--- src/rtl/subneg_ctrl.sv ---
// -----------------------------------------------------------------------------
// subneg_ctrl
// Control sequencer for the SUBNEG one-instruction datapath. Each instruction
// is the three-word triple A, B, C and performs
//     mem[B] = mem[B] - mem[A]; if (result < 0) PC = C
// as a fixed 10-state sequence against a memory with 1-cycle read latency.
//
// Optional feature macro: SUBNEG_STEP_EN
//   When defined, a `step` input and a PAUSE state are added. After WRITE the
//   sequencer waits in PAUSE until `step` is sampled high.
//
// Ports
//   clk        in   clock, rising-edge
//   rst        in   synchronous active-high reset
//   start      in   begin execution (sampled only in IDLE)
//   pc         in   [WIDTH] current PC from the datapath
//   neg        in   sign of (opb - opa), valid in WRITE
//   step       in   single-step advance (SUBNEG_STEP_EN only)
//   addr_sel   out  [2] address mux: 0 = PC, 1 = A reg, 2 = B reg
//   pc_sel     out  PC mux: 0 = PC+1, 1 = C reg
//   pc_en      out  PC load enable
//   a_en/b_en/c_en   out  instruction-word register enables
//   opa_en/opb_en    out  operand register enables
//   mem_we     out  memory write strobe
//   busy       out  high outside IDLE and HALT
//   halted     out  high in HALT
//   instr_done out  one-cycle pulse in WRITE
// -----------------------------------------------------------------------------
module subneg_ctrl #(
    parameter int               WIDTH     = 8,
    parameter logic [WIDTH-1:0] HALT_ADDR = {WIDTH{1'b1}}
) (
    input  logic             clk,
    input  logic             rst,
    input  logic             start,
    input  logic [WIDTH-1:0] pc,
    input  logic             neg,
`ifdef SUBNEG_STEP_EN
    input  logic             step,
`endif
    output logic [1:0]       addr_sel,
    output logic             pc_sel,
    output logic             pc_en,
    output logic             a_en,
    output logic             b_en,
    output logic             c_en,
    output logic             opa_en,
    output logic             opb_en,
    output logic             mem_we,
    output logic             busy,
    output logic             halted,
    output logic             instr_done
);

    typedef enum logic [3:0] {
        S_IDLE    = 4'd0,
        S_FETCH_A = 4'd1,
        S_LOAD_A  = 4'd2,
        S_FETCH_B = 4'd3,
        S_LOAD_B  = 4'd4,
        S_FETCH_C = 4'd5,
        S_LOAD_C  = 4'd6,
        S_READ_A  = 4'd7,
        S_CAP_A   = 4'd8,
        S_CAP_B   = 4'd9,
        S_WRITE   = 4'd10,
`ifdef SUBNEG_STEP_EN
        S_PAUSE   = 4'd12,
`endif
        S_HALT    = 4'd11
    } state_t;

    state_t r_state;
    state_t w_next;
    logic   w_halt_hit;

    assign w_halt_hit = (pc == HALT_ADDR);

    // State register with synchronous reset.
    always_ff @(posedge clk) begin
        if (rst) begin
            r_state <= S_IDLE;
        end else begin
            r_state <= w_next;
        end
    end

    // Next-state logic.
    always_comb begin
        w_next = r_state;
        case (r_state)
            S_IDLE: begin
                if (start) begin
                    w_next = S_FETCH_A;
                end else begin
                    w_next = S_IDLE;
                end
            end
            // The halt check lives only here, so a branch to HALT_ADDR
            // completes its write before stopping.
            S_FETCH_A: begin
                if (w_halt_hit) begin
                    w_next = S_HALT;
                end else begin
                    w_next = S_LOAD_A;
                end
            end
            S_LOAD_A:  w_next = S_FETCH_B;
            S_FETCH_B: w_next = S_LOAD_B;
            S_LOAD_B:  w_next = S_FETCH_C;
            S_FETCH_C: w_next = S_LOAD_C;
            S_LOAD_C:  w_next = S_READ_A;
            S_READ_A:  w_next = S_CAP_A;
            S_CAP_A:   w_next = S_CAP_B;
            S_CAP_B:   w_next = S_WRITE;
`ifdef SUBNEG_STEP_EN
            S_WRITE:   w_next = S_PAUSE;
            S_PAUSE: begin
                if (step) begin
                    w_next = S_FETCH_A;
                end else begin
                    w_next = S_PAUSE;
                end
            end
`else
            S_WRITE:   w_next = S_FETCH_A;
`endif
            S_HALT:    w_next = S_HALT;
            default:   w_next = S_IDLE;
        endcase
    end

    // Moore output decode; only pc_en/pc_sel in WRITE look at neg.
    // Each register enable trails its address state by one cycle to match
    // the memory read latency.
    always_comb begin
        addr_sel   = 2'd0;
        pc_sel     = 1'b0;
        pc_en      = 1'b0;
        a_en       = 1'b0;
        b_en       = 1'b0;
        c_en       = 1'b0;
        opa_en     = 1'b0;
        opb_en     = 1'b0;
        mem_we     = 1'b0;
        busy       = 1'b1;
        halted     = 1'b0;
        instr_done = 1'b0;
        case (r_state)
            S_IDLE:    busy = 1'b0;
            S_FETCH_A: addr_sel = 2'd0;
            S_LOAD_A: begin
                a_en  = 1'b1;
                pc_en = 1'b1;
            end
            S_FETCH_B: addr_sel = 2'd0;
            S_LOAD_B: begin
                b_en  = 1'b1;
                pc_en = 1'b1;
            end
            S_FETCH_C: addr_sel = 2'd0;
            S_LOAD_C: begin
                c_en  = 1'b1;
                pc_en = 1'b1;
            end
            S_READ_A:  addr_sel = 2'd1;
            S_CAP_A: begin
                opa_en   = 1'b1;
                addr_sel = 2'd2;
            end
            S_CAP_B: begin
                opb_en   = 1'b1;
                addr_sel = 2'd2;
            end
            S_WRITE: begin
                addr_sel   = 2'd2;
                mem_we     = 1'b1;
                instr_done = 1'b1;
                // Strictly negative branches; a zero result falls through.
                if (neg) begin
                    pc_en  = 1'b1;
                    pc_sel = 1'b1;
                end else begin
                    pc_en  = 1'b0;
                    pc_sel = 1'b0;
                end
            end
`ifdef SUBNEG_STEP_EN
            S_PAUSE:   busy = 1'b1;
`endif
            S_HALT: begin
                busy   = 1'b0;
                halted = 1'b1;
            end
            default:   busy = 1'b0;
        endcase
    end

endmodule
--- config.mk ---
export PLATFORM = sky130hd
export DESIGN_NAME = subneg_ctrl
export DESIGN_NICKNAME = d
export VERILOG_FILES = /design/src/rtl/subneg_ctrl.sv
export SDC_FILE = /design/constraint.sdc
export NUM_CORES = 1
export LEC_CHECK = 0
export ABC_AREA = 1
export CAP_MARGIN = 0
export CORE_AREA = 2 2 39 41
export CTS_BUF_LIST = sky130_fd_sc_hd__clkbuf_8
export DETAILED_ROUTE_END_ITERATION = 7
export DIE_AREA = 0 0 41 43
export SLEW_MARGIN = 20
export SYNTH_ARGS = -nofsm -noshare
export SYNTH_HDL_FRONTEND = slang
export SYNTH_SLANG_ARGS = --single-unit
--- constraint.sdc ---
create_clock -name clk -period 1.6 [get_ports clk]
set_clock_uncertainty 0.05 [all_clocks]
set_input_delay 0.32 -clock clk [delete_from_list [all_inputs] [get_ports clk]]
set_output_delay 0.32 -clock clk [all_outputs]
set_load 0.01 [all_outputs]
==> impl_metrics.prom, run 1 <==
# TYPE chip_impl_metric gauge
chip_impl_metric{name="synth_cell_type_count",unit=""} 15
chip_impl_metric{name="grt_max_degree",unit=""} 8
chip_impl_metric{name="reg2reg_slack",unit="ns"} 0.36
chip_impl_metric{name="max_stage_delay",unit="ns"} 0.36
chip_impl_metric{name="die_w",unit="um"} 41
chip_impl_info{name="mostFrequentLayoutCells",value="sky130_fd_sc_hd__buf_4, sky130_fd_sc_hd__nor2_1, sky130_fd_sc_hd__clkdlybuf4s50_1"} 1
chip_impl_metric{name="routed_wirelength",unit="um"} 1023
chip_impl_metric{name="mux_contribution_to_synthesized_area",unit="%"} 0
chip_impl_metric{name="maxClockFrequency",unit="MHz"} 636.3
chip_impl_metric{name="final_hold_violation_count",unit=""} 0
chip_impl_metric{name="timing_worst_slew_pin_value",unit="ns"} 0.1531
chip_impl_metric{name="gp_congestion",unit=""} 0.8040
chip_impl_metric{name="critical_path_required",unit="ns"} 1.23
chip_impl_metric{name="report.final.setup_viol",unit=""} 0
chip_impl_metric{name="yosys.area_share.xor_xnor",unit="%"} 0
chip_impl_metric{name="filler_cell_count",unit=""} 162
chip_impl_metric{name="wl_met1",unit="um"} 464
chip_impl_metric{name="synth_simple_gate_area_share",unit="%"} 51.11
chip_impl_metric{name="fin_area",unit="um^2"} 763.2
chip_impl_metric{name="chipHeight",unit="um"} 43
chip_impl_metric{name="io-pin-count",unit=""} 25
chip_impl_metric{name="p_leak",unit="nW"} 0.3968
chip_impl_info{name="cts_tree",value="yes"} 1
chip_impl_metric{name="grt.overflow.total",unit=""} 0
chip_impl_metric{name="dr_total_vias",unit=""} 501
chip_impl_metric{name="die-area",unit="um^2"} 1763
chip_impl_metric{name="worst_hold_path.num_cells",unit=""} 2
chip_impl_metric{name="flip_flop_and_latch_count_after_synthesis",unit=""} 4
chip_impl_metric{name="post-synth-top-area-fraction",unit="%"} 23.70
chip_impl_metric{name="initial_antenna_violation_count",unit=""} 0
chip_impl_metric{name="post-route-period-util",unit="%"} 98.22
chip_impl_metric{name="drt_iter0_markers",unit=""} 5
chip_impl_metric{name="compound_gate_fraction_of_synth_area",unit="%"} 10.74
chip_impl_metric{name="grt_first_pass_wirelength",unit="um"} 1966
chip_impl_info{name="worst_setup_path_start_kind",value="register"} 1
chip_impl_info{name="layout.cells.most_common",value="sky130_fd_sc_hd__buf_4"} 1
chip_impl_info{name="holdCritPathClass",value="register to register"} 1
chip_impl_info{name="hold_endpoint",value="r_state[1]"} 1
chip_impl_metric{name="post_drt_wl_per_cell",unit="um"} 8.597
chip_impl_metric{name="drv_slew",unit=""} 0
chip_impl_metric{name="hold_slack",unit="ns"} 0.4769
chip_impl_metric{name="rr_worst_depth",unit=""} 8
chip_impl_metric{name="core-area",unit="um^2"} 1384
chip_impl_info{name="top_register",value="r_state"} 1
chip_impl_metric{name="worst_slew_margin_rel",unit="%"} 89.79
chip_impl_info{name="critPathKind",value="register to primary output"} 1
chip_impl_info{name="largest_registers",value="r_state: 4 flops"} 1
chip_impl_metric{name="numCtsBuffers",unit=""} 3
chip_impl_metric{name="drt_pre_antenna_iters",unit=""} 2
chip_impl_metric{name="min_period",unit="ns"} 1.571
chip_impl_info{name="netlist_top_cells_area",value="sky130_fd_sc_hd__dfxtp_1, sky130_fd_sc_hd__nand2_1, sky130_fd_sc_hd__nor2_1, sky130_fd_sc_hd__nor2_2, sky130_fd_sc_hd__a21oi_1"} 1
chip_impl_metric{name="route.met3.wl",unit="um"} 26
chip_impl_metric{name="ant_nets",unit=""} 0
chip_impl_metric{name="syn2layout_area_growth",unit="%"} 125.9
chip_impl_metric{name="gr-usage-all-layers",unit="%"} 15.95
chip_impl_metric{name="adder_cell_area_share_of_the_yosys_netlist",unit="%"} 0
chip_impl_metric{name="pwr_density_cell",unit="nW/um^2"} 715.0
chip_impl_metric{name="mean_syn_cell_area",unit="um^2"} 5.630
chip_impl_metric{name="rows",unit=""} 14
chip_impl_metric{name="drc",unit=""} 0
chip_impl_metric{name="max_ffs_per_register",unit=""} 4
chip_impl_metric{name="tritoncts_num_sinks",unit=""} 4
chip_impl_metric{name="num_antenna_cells",unit=""} 0
chip_impl_info{name="clock_root_cell",value="sky130_fd_sc_hd__clkbuf_8"} 1
chip_impl_metric{name="place_area",unit="um^2"} 710.7
chip_impl_info{name="run_status",value="completed"} 1
chip_impl_info{name="highest-signal-layer",value="met3"} 1
chip_impl_metric{name="grt_pass1_vias",unit=""} 498
chip_impl_metric{name="synth_warnings",unit=""} 0
chip_impl_metric{name="fraction_of_the_yosys_area_taken_by_sequential_cells",unit="%"} 23.70
chip_impl_info{name="critical_path.reg2reg.endpoint",value="r_state[3]"} 1
chip_impl_info{name="synth_largest_area_cell",value="sky130_fd_sc_hd__dfxtp_1"} 1
chip_impl_metric{name="post_drt_via_cell_ratio",unit=""} 4.210
chip_impl_metric{name="portBuffers",unit=""} 24
chip_impl_metric{name="floorplan.initialDensity",unit="%"} 24.41
chip_impl_metric{name="place.detailed.hpwl",unit="um"} 857
chip_impl_info{name="synth_top_family_by_area",value="simple AND/OR/NAND/NOR gates"} 1
chip_impl_info{name="r2r-start",value="r_state[1]"} 1
chip_impl_metric{name="irDropWorstVdd",unit="mV"} 0.4023
chip_impl_metric{name="cts.htree.levels",unit=""} 1
chip_impl_metric{name="mappedNetlistNets",unit=""} 72
chip_impl_info{name="rsz_0062_raised_after_global_routing",value="yes"} 1
chip_impl_metric{name="synth_area",unit="um^2"} 337.8
chip_impl_metric{name="critPathMaxFanout",unit=""} 4
chip_impl_metric{name="clk-insertion-delay-late",unit="ns"} 0.21
chip_impl_metric{name="detailroute.wirelength.met2",unit="um"} 532
chip_impl_metric{name="layout-drive-gt1-share",unit="%"} 47.57
chip_impl_metric{name="drv.max_cap_violation_count",unit=""} 0
chip_impl_metric{name="path_clk_slew",unit="ns"} 0.03
chip_impl_info{name="path_cells",value="inv_4 -> nor2_4 -> buf_6 -> nand2_4 -> nand2_2 -> or2_1 -> buf_2"} 1
chip_impl_info{name="cpMaxStageDelayCell",value="sky130_fd_sc_hd__dfxtp_4"} 1
chip_impl_metric{name="timing.critical_path.arrival",unit="ns"} 1.20
chip_impl_info{name="hold_start",value="r_state[0]"} 1
chip_impl_info{name="worst_setup_path_end_kind",value="primary output"} 1
chip_impl_metric{name="syn_inst",unit=""} 60
chip_impl_metric{name="clock_tree.buffer_depth",unit=""} 2
chip_impl_metric{name="num-nets-final",unit=""} 117
==> what timing repair did <==
action	in CTS	in global routing
pin swaps	2	2
buffers inserted	1	0
endpoints found under the hold margin	0	0
hold buffers	0	0
endpoints found under the setup margin	13	11
gates resized for setup	31	21
==> cell type report <==
cell class	instances	area, um^2	area share, %
Timing Repair Buffer	41	329.1	43.11
Multi-Input combinational cell	44	239.0	31.31
Sequential cell	4	90.09	11.80
Inverter	11	43.79	5.738
Clock buffer	3	41.29	5.410
Tap cell	16	20.02	2.623
==> cells in the mapped netlist <==
cell	instances
sky130_fd_sc_hd__or2_1	1
sky130_fd_sc_hd__inv_1	7
sky130_fd_sc_hd__nand3b_1	1
sky130_fd_sc_hd__buf_4	1
sky130_fd_sc_hd__clkinv_1	1
sky130_fd_sc_hd__nor2_1	12
sky130_fd_sc_hd__nor2_2	6
sky130_fd_sc_hd__nand2_2	2
sky130_fd_sc_hd__nand2_1	13
sky130_fd_sc_hd__nand3_1	1
sky130_fd_sc_hd__nand3_2	1
sky130_fd_sc_hd__dfxtp_1	4
sky130_fd_sc_hd__inv_2	3
sky130_fd_sc_hd__a21oi_1	6
sky130_fd_sc_hd__o22ai_1	1
==> worst max-delay path by stage <==
stage | startpoint | endpoint
after floorplan | r_state[1] | pc_en
after global placement | neg | pc_en
after detailed placement | neg | pc_en
after CTS | r_state[1] | pc_en
after global routing | r_state[1] | pc_en
final | r_state[1] | pc_en
==> per-layer routing <==
layer  up-vias  track usage, %
met4         0           8.000
met5         -               0
met1       228           20.83
met3         0           3.141
met2         6           23.75
li1        267               -
==> cells by family after synthesis <==
| family | Yosys count |
|---|---|
| simple gates | 37 |
| buf+inv | 12 |
| compound gates | 7 |
| flops | 4 |
==> per-stage QoR <==
stage	setup TNS, ns	utilization [%]	power, mW	instances	setup slack, ns
final	0	55.15	0.5457	119	0.02850
after global routing	-0.02243	55.15	0.5917	119	-0.02243
after CTS	-0.05978	54.25	0.5404	119	-0.05344
after detailed placement	-1.371	51.36	0.3308	115	-0.3095
after global placement	-1.281	51.36	0.3311	115	-0.3002
after floorplan	0	-	0.2028	60	0.2805
==> critical path, delay by kind of cell, from the launching register on <==
family                 cells  cell delay [ns]
and+or+nand+nor            4             0.32
DFF                        1             0.36
buffers and inverters      3             0.31
==> where the power goes <==
group          internal, mW  switching (mW)
registers             0.113          0.0203
clock network         0.160          0.0446
logic                 0.121          0.0878
No activity file was read; power rests on OpenSTA's default activity.
==> run 2, diff against run 1 <==
- PLACE_DENSITY: default -> 0.67
==> run 2 against run 1 <==
Combinational power increased by 6%. Hold slack got worse by 0.012 ns. Critical path depth decreased by 1. First-iteration DRC count unchanged. Clock power about the same. Global-route usage decreased by 0.49 points. Critical endpoint unchanged. Power increased by 1.6%. Via count increased by 1.2%. Die area unchanged. Sequential power decreased by 5%. Register-to-register slack got worse by 0.09 ns.
==> impl_metrics.prom, run 2 (synthesis gave the netlist of run 1 again) <==
# TYPE chip_impl_metric gauge
chip_impl_metric{name="post_drt_via_cell_ratio",unit=""} 4.190
chip_impl_metric{name="place.detailed.hpwl",unit="um"} 929.6
chip_impl_info{name="cpMaxStageDelayCell",value="sky130_fd_sc_hd__dfxtp_2"} 1
chip_impl_metric{name="portBuffers",unit=""} 24
chip_impl_metric{name="routed_wirelength",unit="um"} 1100
chip_impl_info{name="critPathKind",value="register to primary output"} 1
chip_impl_info{name="worst_setup_path_end_kind",value="primary output"} 1
chip_impl_metric{name="critical_path_required",unit="ns"} 1.23
chip_impl_info{name="largest_registers",value="r_state: 4 flops"} 1
chip_impl_metric{name="clock_tree.buffer_depth",unit=""} 2
chip_impl_metric{name="die_w",unit="um"} 41
chip_impl_metric{name="layout-drive-gt1-share",unit="%"} 51.43
chip_impl_metric{name="ant_nets",unit=""} 0
chip_impl_metric{name="total_negative_slack_for_setup_checks",unit="ns"} 0
chip_impl_metric{name="path_clk_slew",unit="ns"} 0.03
chip_impl_metric{name="floorplan.initialDensity",unit="%"} 24.41
chip_impl_info{name="run_status",value="completed"} 1
chip_impl_metric{name="reg2reg_slack",unit="ns"} 0.27
chip_impl_metric{name="multiInputGateArea",unit="um^2"} 242.7
chip_impl_metric{name="critPathMaxFanout",unit=""} 3
chip_impl_info{name="worst_setup_path_start_kind",value="register"} 1
chip_impl_metric{name="timing_worst_slew_pin_value",unit="ns"} 0.1726
chip_impl_metric{name="grt.met3_usage",unit="%"} 1.571
chip_impl_metric{name="timing.critical_path.arrival",unit="ns"} 1.22
chip_impl_metric{name="tritoncts_num_sinks",unit=""} 4
chip_impl_metric{name="num_antenna_cells",unit=""} 0
chip_impl_metric{name="drt_iter0_markers",unit=""} 5
chip_impl_metric{name="timing.critical_path.buf_inv",unit=""} 3
chip_impl_metric{name="global_route.usage.met2",unit="%"} 23.44
chip_impl_metric{name="dr_total_vias",unit=""} 507
chip_impl_metric{name="gr-usage-all-layers",unit="%"} 15.46
chip_impl_metric{name="grt_first_pass_wirelength",unit="um"} 1856
chip_impl_metric{name="syn2layout_area_growth",unit="%"} 131.9
chip_impl_info{name="layout.cells.most_common",value="sky130_fd_sc_hd__buf_4"} 1
chip_impl_metric{name="fin_area",unit="um^2"} 783.3
chip_impl_metric{name="register_cell_area_after_layout",unit="um^2"} 92.59
chip_impl_metric{name="hold_slack",unit="ns"} 0.4646
chip_impl_metric{name="pwr_density_cell",unit="nW/um^2"} 707.6
chip_impl_metric{name="initial_antenna_violation_count",unit=""} 0
chip_impl_metric{name="dp_worst_setup_slack",unit="ns"} -0.3178
chip_impl_metric{name="grt.overflow.total",unit=""} 0
chip_impl_info{name="top_register",value="r_state"} 1
chip_impl_info{name="rsz_0062_raised_after_global_routing",value="yes"} 1
chip_impl_metric{name="numCtsBuffers",unit=""} 3
chip_impl_info{name="critPathTopFamily",value="flip-flops"} 1
chip_impl_metric{name="fin_ws",unit="ns"} 0.009246
chip_impl_metric{name="grt_pass1_vias",unit=""} 493
chip_impl_metric{name="drc",unit=""} 0
chip_impl_metric{name="chipHeight",unit="um"} 43
chip_impl_metric{name="drv.max_cap_violation_count",unit=""} 0
chip_impl_metric{name="drv_slew",unit=""} 0
chip_impl_metric{name="gp_congestion",unit=""} 0.8418
chip_impl_metric{name="report.final.setup_viol",unit=""} 0
chip_impl_metric{name="place_area",unit="um^2"} 718.2
chip_impl_metric{name="finish.utilization",unit="%"} 56.60
chip_impl_metric{name="worst_slew_margin_rel",unit="%"} 88.49
chip_impl_metric{name="irDropWorstVdd",unit="mV"} 0.6893
chip_impl_metric{name="filler_cell_count",unit=""} 139
chip_impl_metric{name="die-area",unit="um^2"} 1763
chip_impl_metric{name="maxClockFrequency",unit="MHz"} 628.6
chip_impl_metric{name="max_stage_delay",unit="ns"} 0.35
chip_impl_metric{name="post_drt_wl_per_cell",unit="um"} 9.091
chip_impl_metric{name="cts.htree.levels",unit=""} 1
chip_impl_metric{name="rows",unit=""} 14
chip_impl_metric{name="min_period",unit="ns"} 1.591
chip_impl_metric{name="p_leak",unit="nW"} 0.4003
chip_impl_info{name="top_usage_layer",value="met2"} 1
chip_impl_metric{name="clk-insertion-delay-late",unit="ns"} 0.21
chip_impl_info{name="holdCritPathClass",value="register to register"} 1
chip_impl_metric{name="core-area",unit="um^2"} 1384
chip_impl_metric{name="post-route-period-util",unit="%"} 99.42
chip_impl_metric{name="grt_max_degree",unit=""} 7
chip_impl_metric{name="io-pin-count",unit=""} 25
chip_impl_info{name="clock_root_cell",value="sky130_fd_sc_hd__clkbuf_8"} 1
chip_impl_metric{name="gr-usage-met1",unit="%"} 20.58
chip_impl_metric{name="final_hold_violation_count",unit=""} 0
chip_impl_metric{name="drt_pre_antenna_iters",unit=""} 4
chip_impl_metric{name="num-nets-final",unit=""} 119
chip_impl_metric{name="max_ffs_per_register",unit=""} 4
chip_impl_info{name="cts_tree",value="yes"} 1
chip_impl_info{name="path_cells",value="inv_2 -> buf_6 -> nand3b_1 -> nand2_2 -> or2_1 -> buf_2"} 1
chip_impl_info{name="mostFrequentLayoutCells",value="sky130_fd_sc_hd__buf_4, sky130_fd_sc_hd__clkdlybuf4s50_1, sky130_fd_sc_hd__nor2_1, sky130_fd_sc_hd__nand2_1"} 1
run 2: final cells by class:
| cell class | count | area share, % |
|---|---|---|
| timing repair buffer | 43 | 44.09 |
| multi-input combinational | 44 | 30.99 |
| tap | 16 | 2.556 |
| inverter | 11 | 5.272 |
| sequential | 4 | 11.82 |
| clock buffer | 3 | 5.272 |
run 2: final timing paths:
check,startpoint,endpoint,cells past startpoint
min reg2reg,r_state[0],r_state[1],2
max,r_state[3],pc_en,6
min,r_state[0],r_state[1],2
max reg2reg,r_state[1],r_state[3],8
run 2: where the power goes:
part           total [mW]  switching, mW  internal [mW]
logic               0.222         0.0931          0.129
registers           0.127         0.0151          0.112
clock network       0.206         0.0462          0.160
run 2: per-stage QoR:
step | instances | total power [mW]
5_1_grt | 121 | 0.5899
3_5_place_dp | 116 | 0.3331
2_1_floorplan | 60 | 0.2028
4_1_cts | 120 | 0.5434
6_report | 121 | 0.5542
3_3_place_gp | 116 | 0.3301
run 2: repair_timing:
| action | CTS | global route |
|---|---|---|
| endpoints found under the setup margin | 13 | 13 |
| hold endpoints to repair | 0 | 0 |
| pin swaps | 1 | 3 |
| buffers inserted | 1 | 1 |
| resized for setup | 31 | 26 |
| hold buffers | 0 | 0 |
run 2: worst min-delay path, delay by kind of cell (launching register included):
family / cells / cell delay [ns]
DFF: 1 / 0.35
AOI/OAI and AO/OA: 1 / 0.05
and+or+nand+nor: 1 / 0.06
run 2: metal layers:
metal / wire length [um] / part of all wire [%]
met1: 455 / 41
met2: 580 / 53
met3: 46 / 4.2
met4: 18 / 1.6
met5: 0 / 0
==> RTL change, RTL diff (settings of run 1) <==
Add an input register stage for `start`, `pc` and `neg`, without a reset; this delays them by one clock.
--- a/src/rtl/subneg_ctrl.sv
+++ b/src/rtl/subneg_ctrl.sv
@@ -70,11 +70,21 @@
         S_HALT    = 4'd11
     } state_t;
 
+    logic start_q;
+    logic [WIDTH-1:0] pc_q;
+    logic neg_q;
+
+    always_ff @(posedge clk) begin
+        start_q <= start;
+        pc_q    <= pc;
+        neg_q   <= neg;
+    end
+
     state_t r_state;
     state_t w_next;
     logic   w_halt_hit;
 
-    assign w_halt_hit = (pc == HALT_ADDR);
+    assign w_halt_hit = (pc_q == HALT_ADDR);
 
     // State register with synchronous reset.
     always_ff @(posedge clk) begin
@@ -90,7 +100,7 @@
         w_next = r_state;
         case (r_state)
             S_IDLE: begin
-                if (start) begin
+                if (start_q) begin
                     w_next = S_FETCH_A;
                 end else begin
                     w_next = S_IDLE;
@@ -177,7 +187,7 @@
                 mem_we     = 1'b1;
                 instr_done = 1'b1;
                 // Strictly negative branches; a zero result falls through.
-                if (neg) begin
+                if (neg_q) begin
                     pc_en  = 1'b1;
                     pc_sel = 1'b1;
                 end else begin
Formal check against the unedited RTL: not equivalent (Yosys sat finds a counterexample within 4 cycles, from zero or initial values and one cycle with rst high).
==> RTL change against run 1 <==
The flow now finishes with violations (negative setup slack). Sequential cell count up 10. Maximum frequency shrank 2.4%. Wire length rose by 11%. Setup slack lost 0.038 ns. Die area unchanged. Register-to-register slack better by 0.07 ns. Synthesized cell count is 12% higher. Power up 66%. Final area rose by 22%. Area after synthesis increased by 57%. Critical path type unchanged.
==> RTL change: results (changes against run 1) <==
Status
  – Status: finished with violations
  – Violated checks: negative setup slack

Layout
  – Multi-input logic cell count: 43 (-2.3%)
  – Layout Nets: 122 (+4.3%)
  – Fin cells: 125 (+5.0%)
  – Share of cells above drive strength 1: 40.4% (-7.2 points)
  – Biggest regs: pc_q (8), r_state (4)
  – FF+latch count: 14 (+10)
  – Clock buffers: 4 (+1)
  – Clk cell area share: 5.91% (+0.50 points)
  – Non-clock buffers, area share: 34.0% (-9.1 points)
  – Sequential share of cell area: 30.6% (+19 points)
  – Fillers: 133 (-18%)
  – P&R area growth vs syn: 75.5%
  – Multi-input logic area: 215 sq um (-9.9%)
  – Buffers excl. clock: 39 (-4.9%)
  – Non-clk invs: 9 (-2)

Hold path
  – Hold crit path type: in -> reg
  – WHS Path Cells: 1 (-1)

Logic synthesis
  – Compound-Gate Fraction of Synth Area: 7.08% (-3.7 points)
  – Top post-synthesis cells by area: dfxtp_1 (53%), nor2_1 (9.9%), nand2_1 (9.2%)
  – Sequential fraction of the synthesis area: 52.8% (+29 points)
  – Xor and xnor fraction of the mapped netlist area: 0% (unchanged)
  – Top FF cell, synth: dfxtp_1
  – Netlist cell types: 15 (unchanged)
  – Synth top cells by count: dfxtp_1 (14), nor2_1 (14), nand2_1 (13)
  – Mux cell area share after synthesis: 0% (unchanged)
  – Post-synthesis cell count: 67 (+12%)
  – Mapped Nets: 79 (+9.7%)

Setup path
  – R2R setup slack: 0.43 ns (+0.07 ns)
  – Worst Path Arrival: 1.24 ns (+0.04 ns)
  – FF-to-FF End: r_state[3]$_SDFF_PP0_
  – Reg-to-reg startpoint: r_state[3]$_SDFF_PP0_
  – FF-to-FF path depth: 7 (-1)

GRT
  – Vias in the first global route: 475 (-4.6%)
  – Pin count of the biggest net entering global routing: 9 (+1)
  – First-pass GRT wire length: 1740 um (-12%)
  – Global router's overall resource usage: 15.5% (-0.43 points)
  – Initial antenna violation count: 0 (unchanged)

Timing
  – Final Setup Violations: 1 (+1)
  – Setup tns final: -0.00969 ns (-0.00969 ns)
  – Slew margin rel.: 88.9% (-0.85 points)
  – Final worst slack: -0.00969 ns (-0.0382 ns)

Placed design
  – Hpwl dp: 907 um (+5.8%)
  – Routability cong.: 0.686 (-15%)
  – Placed inst area: 888 sq um (+25%)
  – Port-buffer cells: 24 (unchanged)
  – Post-Place Setup Slack: -0.201 ns (+0.108 ns)

CTS
  – H-tree levels: 1 (unchanged)
  – Later-pin clock latency in the skew report: 0.24 ns (+0.03 ns)
  – Root buffer cell: clkbuf_8
  – Worst-path clk slew: 0.05 ns (+0.02 ns)

Detailed routing
  – Pre-antenna DRT Iters: 2 (unchanged)
  – Starting DRT DRC Count: 4 (-1)
  – Vias after detailed routing: 537 (+7.2%)
  – DRT Wirelength: 1130 um (+11%)

Pwr
  – P_leak: 0.449 nW (+13%)
  – Worst VDD drop: 0.000635 V (+58%)
  – Psw: 214 uW (+40%)
[RTL change: power groups by stage]
stage               Clock (mW)  Sequential (mW)  Combinational (mW)
finish                   0.331            0.387               0.188
global placement             0            0.390               0.194
global route             0.360            0.389               0.209
detailed placement           0            0.390               0.195
floorplan                    0            0.393              0.0762
CTS                      0.349            0.386               0.187
[RTL change: worst min path at each step]
| stage | from | end | slack (ns) |
|---|---|---|---|
| 4_1_cts | pc[6] | pc_q[6]$_DFF_P_ | 0.46 |
| 5_1_grt | pc[7] | pc_q[7]$_DFF_P_ | 0.47 |
| 6_report | pc[6] | pc_q[6]$_DFF_P_ | 0.47 |
| 3_3_place_gp | pc_q[2]$_DFF_P_ | r_state[3]$_SDFF_PP0_ | 0.52 |
| 3_5_place_dp | pc_q[7]$_DFF_P_ | r_state[3]$_SDFF_PP0_ | 0.52 |
| 2_1_floorplan | neg | neg_q$_DFF_P_ | 0.30 |
[RTL change: kinds of logic after synthesis]
logic type,after synthesis
AOI/OAI and AO/OA,7
DFF,14
buffers and inverters,10
and+or+nand+nor,36
[RTL change: layer usage]
metal / part of all wire [%] / routed length [um] / vias up / track usage (%)
li1: - / - / 285 / -
met4: 4.2 / 47 / 0 / 16.0
met3: 6.1 / 69 / 5 / 1.57
met1: 38 / 434 / 227 / 14.6
met5: 0 / 0 / - / 0
met2: 51 / 581 / 20 / 25.6
[RTL change: critical path: stages, from the launching register on]
cell	delay, ns
dfxtp_2	0.33
inv_2	0.07
nor2_4	0.04
inv_4	0.07
nor2_4	0.04
and2_4	0.12
or2_1	0.19
buf_2	0.13
[RTL change: repair_timing]
| action | CTS | global route |
|---|---|---|
| setup endpoints to repair | 13 | 7 |
| hold endpoints to repair | 0 | 0 |
| buffers inserted | 0 | 1 |
| pin swaps | 0 | 1 |
| resized for setup | 45 | 3 |
